===== src/rtl/ifq_fetch_ctrl.sv =====
// Instruction fetch sequencer: owns the fetch PC and issues one aligned line
// read per fetch. It pushes hit lines into the IFQ and applies redirects.
module ifq_fetch_ctrl #(
  parameter int                ADDR_W      = 32,
  parameter int                FETCH_BYTES = 16,
  parameter logic [ADDR_W-1:0] RESET_PC    = 32'h0040_0000
) (
  input  logic              clk,
  input  logic              rst,
  input  logic              redirect_valid,
  input  logic [ADDR_W-1:0] redirect_pc,
  output logic              cache_req,
  output logic [ADDR_W-1:0] cache_addr,
  input  logic              cache_hit,
  input  logic              cache_miss,
  input  logic              cache_refill_done,
  input  logic              q_full,
  output logic              q_push,
  output logic [ADDR_W-1:0] q_push_pc,
  output logic              stage_flush
);

  localparam logic [ADDR_W-1:0] LINE_MASK = ADDR_W'(FETCH_BYTES - 1);
  localparam logic [ADDR_W-1:0] LINE_INC  = ADDR_W'(FETCH_BYTES);

  typedef enum logic [1:0] {
    S_REQ  = 2'd0,
    S_RESP = 2'd1,
    S_MISS = 2'd2
  } state_t;

  state_t            state;
  logic [ADDR_W-1:0] pc;
  logic              resp_hit;

  // Both hit and miss high, or neither, is handled as a miss.
  assign resp_hit = cache_hit && !cache_miss;

  always_ff @(posedge clk) begin
    if (!rst) begin
      state <= S_REQ;
      pc    <= RESET_PC;
    end else if (redirect_valid) begin
      state <= S_REQ;
      pc    <= redirect_pc & ~LINE_MASK;
    end else begin
      case (state)
        S_REQ: begin
          if (!q_full) state <= S_RESP;
        end
        S_RESP: begin
          if (resp_hit) begin
            state <= S_REQ;
            pc    <= pc + LINE_INC;
          end else begin
            state <= S_MISS;
          end
        end
        S_MISS: begin
          // Refill-done only counts while waiting here; stale pulses fall away.
          if (cache_refill_done) state <= S_REQ;
        end
        default: state <= S_REQ;
      endcase
    end
  end

  always_comb begin
    cache_req   = 1'b0;
    q_push      = 1'b0;
    stage_flush = 1'b0;
    if (rst) begin
      stage_flush = redirect_valid;
      cache_req   = !redirect_valid && (state == S_REQ) && !q_full;
      // Room was guaranteed when the request issued (single producer).
      q_push      = !redirect_valid && (state == S_RESP) && resp_hit;
    end
  end

  assign cache_addr = pc;
  assign q_push_pc  = pc;

endmodule

===== config.mk =====
export PLATFORM = sky130hd
export DESIGN_NAME = ifq_fetch_ctrl
export DESIGN_NICKNAME = d
export VERILOG_FILES = /design/src/rtl/ifq_fetch_ctrl.sv
export SDC_FILE = /design/constraint.sdc
export NUM_CORES = 1
export LEC_CHECK = 0
export ABC_AREA = 0
export CAP_MARGIN = 25
export CORE_MARGIN = 10
export CORE_UTILIZATION = 41
export DETAILED_ROUTE_END_ITERATION = 16
export GPL_ROUTABILITY_DRIVEN = 0
export PLACE_DENSITY = 0.93
export SLEW_MARGIN = 20
export SYNTH_ARGS = -nofsm -noshare
export SYNTH_HDL_FRONTEND = slang
export SYNTH_SLANG_ARGS = --single-unit

===== constraint.sdc =====
create_clock -name clk -period 2.25 [get_ports clk]
set_input_delay 0.675 -clock clk [delete_from_list [all_inputs] [get_ports clk]]
set_output_delay 0.675 -clock clk [all_outputs]
set_load 0.02 [all_outputs]

==> results.py <==
metrics = {
    "outcome": {
        "status": "complete, no violations",
    },
    "logic_synthesis": {
        "ys.flop_type": "dfxtp_1",
        "async_reset_ff_frac": 0,
        "syn-cell-area_mm2": 0.00212,
        "synth_enable_flop_cells": 0,
        "post_synth.cell_area_avg_um2": 8.41,
        "yosysUniqueCellTypes": 49,
        "yosys_register_bits": 30,
        "yosys_warnings": 0,
        "syn_inst": 252,
        "yosysSeqAreaShare": 0.283,
    },
    "worst_setup_path": {
        "slowest_stage": "clkdlybuf4s50_1",
        "cp_top_family": "buffers and inverters",
        "cp.required_ns": 1.57,
        "startpoint_type": "flop",
        "worstSetupEndpointType": "output pin",
        "critical_path_class": "flop to output pin",
        "arrival_ns": 1.46,
        "reg2regPathDepth": 4,
        "slowest_delay_ns": 0.69,
        "reg2reg_from": "cache_addr[16]",
        "rr_endpoint": "cache_addr[23]",
        "cp_max_fo": 10,
        "reg2reg_slack_ns": 0.39,
        "crit_buf_inv": 1,
        "path_cells": "clkdlybuf4s50_1",
    },
    "finish": {
        "final_common_cell": "clkdlybuf4s50_1",
        "n_fill_cell": 463,
        "final_cells": 399,
        "drive_above_1_share": 0.146,
        "multi_input_area_mm2": 0.00122,
        "finalNetCount": 368,
        "diodes": 0,
        "layout_common_cells": "clkdlybuf4s50_1, dfxtp_1, o21ai_0, buf_4, nand2_1",
        "area_growth_pct": 45.5,
        "design_area_mm2": 0.00308,
        "regArea_um2": 601,
    },
    "detailed_routing": {
        "num_vias": 2205,
        "viasPerCell": 5.53,
        "wirelength_mm": 6.69,
        "first_pass_iters": 4,
        "antenna_left": 0,
        "route.detailed.drc": 0,
        "drtIter0Drc": 102,
        "wl_per_cell_um": 16.8,
    },
    "clock_network": {
        "cts-root-buf": "clkbuf_8",
        "cts_made_buffers": 5,
        "cts.path.max_buffers": 2,
        "h-tree-depth": 2,
        "clock_sinks": 30,
        "cts_tree": "built",
        "clk_latency_ns": 0.28,
        "clk_pin_slew_ns": 0.07,
    },
    "power_and_ir_drop": {
        "p_per_area_mw_per_mm2": 491,
        "leakagePower_nw": 1.19,
        "peakVddDrop_uv": 302,
        "finalPower_mw": 1.51,
    },
    "flow_run": {
        "cap_violations": 0,
    },
    "grt": {
        "antenna_found_initial": 0,
        "grt_pass1_wl_mm": 10.9,
        "grt_pass1_vias": 2193,
        "grt-ovfl-total": 0,
        "grt_util_all_layers": 0.154,
        "grt_max_degree": 27,
    },
    "die": {
        "dieHeight_um": 91.9,
        "core_area_mm2": 0.00507,
        "num_rows": 26,
        "die_x_um": 91.9,
        "io_pins": 106,
        "start_util": 0.418,
        "die_area_mm2": 0.00845,
    },
    "timing": {
        "rsz0062_at_grt": "no",
        "period_share": 0.947,
        "hold_viol_final": 0,
        "max_freq_mhz": 469,
        "slew_violations": 0,
        "period_needed_ns": 2.13,
        "final.setup_skew_ns": 0.00717,
        "setup_viol": 0,
        "hold_slack_ns": 0.565,
    },
    "worst_hold_path": {
        "min_from": "state[1]",
        "hp-class": "flop to flop",
        "holdPathStages": 1,
        "worstHoldEndpoint": "state[0]",
    },
    "placed_design": {
        "io_buffers": 93,
        "dp_hpwl_mm": 5.15,
        "placed_cell_area_mm2": 0.00296,
        "post-place-cells": 389,
    },
}
worst max-delay path by stage:
stage                              start       endpoint  slack (ns)  depth (start not counted)
final                     cache_addr[20]  q_push_pc[20]        0.12                          1
after global routing              q_full      cache_req        0.06                          3
after CTS                 redirect_valid      cache_req       -0.03                          4
after detailed placement  redirect_valid      cache_req       -0.60                          4
after global placement               rst      cache_req       -0.61                          4
after floorplan                      rst      cache_req        0.11                          3
where the power goes:
group          switching [mW]  internal [mW]
logic                   0.208          0.224
registers              0.0605          0.567
clock network           0.208          0.247
flip-flops by register name, indices dropped and copies added (netlist names):
register    flops
cache_addr     28
state           2
cells by family (layout without fill, tap and decap cells):
| family | Yosys count | after routing | synth area share |
|---|---|---|---|
| compound gates | 55 | 55 | 0.166 |
| xor+xnor | 11 | 11 | 0.0455 |
| fa+ha+maj | 1 | 1 | 0.00590 |
| buf+inv | 52 | 122 | 0.164 |
| flops | 30 | 30 | 0.283 |
| other cells | 1 | 8 | 0.00177 |
| simple gates | 102 | 102 | 0.334 |
Yosys cell counts, types with 3 or more instances:
master | instances | area share
nand3_1 | 8 | 0.019
a311oi_1 | 4 | 0.017
clkbuf_1 | 8 | 0.014
and4_1 | 11 | 0.045
nor2b_1 | 5 | 0.015
nor4_1 | 5 | 0.015
nor2_1 | 11 | 0.019
inv_1 | 3 | 0.0053
a21oi_1 | 11 | 0.026
xor2_1 | 4 | 0.017
nand4_1 | 9 | 0.027
and2_1 | 3 | 0.0089
and3_1 | 4 | 0.012
dfxtp_1 | 30 | 0.28
buf_4 | 38 | 0.13
nand2_1 | 14 | 0.025
and4_2 | 3 | 0.014
o21ai_0 | 20 | 0.047
nor3_1 | 5 | 0.012
a211oi_1 | 8 | 0.028
nor3_2 | 3 | 0.014
o211a_1 | 4 | 0.019
nand2b_1 | 3 | 0.0089
xnor2_1 | 7 | 0.029
cell type report:
| cell class | count | area share |
|---|---|---|
| clock inverter | 1 | 0.00162 |
| multi-input combinational | 177 | 0.396 |
| tap | 70 | 0.0284 |
| inverter | 4 | 0.00487 |
| clock buffer | 7 | 0.0280 |
| timing repair buffer | 110 | 0.346 |
| sequential | 30 | 0.195 |
per-layer routing:
metal	vias to the layer above	wire length, um	share of wire	global-route usage
met5	-	0	0	0
met4	0	96	0.014	0.0553
met3	12	608	0.091	0.0619
met2	107	3250	0.49	0.254
met1	1039	2730	0.41	0.175
li1	1047	-	-	-
through the flow:
stage	TNS, ns	worst slack [ns]	utilization
5_1_grt	0	0.0638	0.607
3_5_place_dp	-3.82	-0.600	0.584
3_3_place_gp	-2.60	-0.609	0.584
4_1_cts	-0.0346	-0.0346	0.603
2_1_floorplan	0	0.108	-
6_report	0	0.119	0.607
timing repair:
action,4_1_cts,5_1_grt
setup buffers,1,1
hold buffers,0,0
pin swaps,1,4
gates resized for setup,17,4
endpoints found under the setup margin,3,5
(Power assumes the default switching activity.)
==> variant (config.mk and constraints unchanged) <==
Re-encode `state_t` (3 states) as one-hot, 3 bits wide.
--- a/src/rtl/ifq_fetch_ctrl.sv
+++ b/src/rtl/ifq_fetch_ctrl.sv
@@ -25,6 +25,6 @@
 
-  typedef enum logic [1:0] {
-    S_REQ  = 2'd0,
-    S_RESP = 2'd1,
-    S_MISS = 2'd2
+  typedef enum logic [2:0] {
+    S_REQ  = 3'b001,
+    S_RESP = 3'b010,
+    S_MISS = 3'b100
   } state_t;
Formal check against the unedited RTL: no difference found for any inputs over 10 cycles, from zero or initial values and one cycle with rst low; not proved beyond that.
==> variant against the unedited design <==
Setup slack got worse by 93 ps; first-iteration DRC count increased by 70%; synthesized area decreased by 1.2%; final cell count increased by 7.0%; routed wire length increased by 17%; total power increased by 4.6%; sequential cell count increased by 1; cell area increased by 5.3%; highest routed layer unchanged.
==> variant: results <==
export IMPL_run_status="complete, no violations"
export IMPL_asyncSetResetFlopFracSynth_pct=0
export IMPL_detailroute_wirelength_met2_um=3870
export IMPL_critPathTopFamily="simple AND/OR/NAND/NOR gates"
export IMPL_cp_max_fo=2
export IMPL_cts_made_buffers=5
export IMPL_gr_usage_met1_pct=19.5
export IMPL_max_vdd_ir_drop_v=0.000239
export IMPL_use_met3_pct=6.83
export IMPL_routed_wl_met3_um=675
export IMPL_hold_path_class="reg2reg"
export IMPL_cts_root_buffer="clkbuf_8"
export IMPL_dp_final_hpwl_um=5700
export IMPL_leading_post_synthesis_cells_by_cell_area="dfxtp_1, buf_4, o21ai_0, nand4_1, nand3_1"
export IMPL_r2r_slack_ps=180
export IMPL_global_route_usage_total_pct=17.7
export IMPL_routed_via_count=2430
export IMPL_wire_length_of_the_first_global_routing_pass_um=12400
export IMPL_ys_flop_type="dfxtp_1"
export IMPL_fin_worst_hold_slack_ps=553
export IMPL_num_antenna_cells=0
export IMPL_drt_first_iter_violations=173
export IMPL_drt_wirelength_per_cell_um=18.3
export IMPL_finalNetCount=399
export IMPL_cts_clk_slew_worst_paths_ps=60
export IMPL_m1WireLength_um=3110
export IMPL_worstPathArrival_ps=1550
export IMPL_place_ws_ps=-659
export IMPL_critPathMaxStageDelay_ps=240
export IMPL_grt_start_max_net_pins=44
export IMPL_cts_htree_levels=2
export IMPL_drt_first_pass_iters=5
export IMPL_drive_gt1_share_pct=18.1
export IMPL_synth_top_cells_by_count="buf_4, dfxtp_1, o21ai_0, nand2_1, nand3_1"
export IMPL_grt_antenna_before_repair=0
export IMPL_synth_seq_area_share_pct=29.6
export IMPL_grt_pass1_vias=2534
export IMPL_power_leakage_nw=1.19
export IMPL_clockBufferDepth=2
export IMPL_global_routing_usage_on_met2_pct=30.1
export IMPL_critPathSlowestCell="dlygate4sd2_1"
export IMPL_clock_skew_final_ps=3.79
export IMPL_worstMarginPinSlew_ps=592
export IMPL_yosys_warnings=0
export IMPL_number_of_distinct_library_cell_variants_in_the_gate_level_netlist_after_synthesis=54
export IMPL_largest_register_ff_count=28
export IMPL_final_setup_worst_slack_ps=26.9
export IMPL_worstSkewPairLatency_ps=290
-- variant: where the power goes --
group / internal [mW] / switching (mW)
combinational: 0.227 / 0.223
sequential: 0.585 / 0.0575
clock: 0.279 / 0.213
total: 1.09 / 0.494
-- variant: what timing repair did --
item,CTS,global route
gates resized for setup,27,0
setup buffers,6,0
hold buffers,0,0
pin swaps,5,1
hold endpoints to repair,0,0
setup endpoints to repair,16,1
-- variant: cell families (layout without fill, tap and decap cells) --
family / after synthesis / in the layout / share of synthesized area [%]
xor+xnor: 9 / 9 / 3.77
compound gates: 60 / 60 / 18.9
flops: 31 / 31 / 29.6
buf+inv: 53 / 144 / 16.4
other cells: 1 / 8 / 0.179
simple gates: 107 / 107 / 30.5
fa+ha+maj: 1 / 1 / 0.598
-- variant: final timing paths --
kind / start / to / depth (start not counted)
worst max register to register: cache_addr[10]$_SDFFE_PN0P_ / cache_addr[22]$_SDFFE_PN1P_ / 4
worst min register to register: cache_addr[29]$_SDFFE_PN0P_ / cache_addr[29]$_SDFFE_PN0P_ / 2
worst max-delay path: cache_miss / q_push / 4
worst min-delay path: cache_addr[29]$_SDFFE_PN0P_ / cache_addr[29]$_SDFFE_PN0P_ / 2
-- variant: through the flow --
step	cells	cell area [sq um]
after floorplan	269	2120
after global placement	413	3070
after detailed placement	413	3070
after CTS	427	3250
after global routing	427	3250
final	427	3250
-- variant: area by class of cell --
| cell class | instances | area, sq um |
|---|---|---|
| fillers | 371 | 1600 |
| repair buffers | 131 | 1220 |
| well taps | 67 | 83.8 |
| multi-input cells | 185 | 1210 |
| flip-flops and latches | 31 | 621 |
| clock buffers | 8 | 100 |
| inverters | 5 | 18.8 |
-- variant: worst reg2reg max path, delay by kind of cell, from the launching register on --
family,cells,cell delay (ps)
and+or+nand+nor,3,1300
AOI/OAI and AO/OA,1,220
DFF,1,470
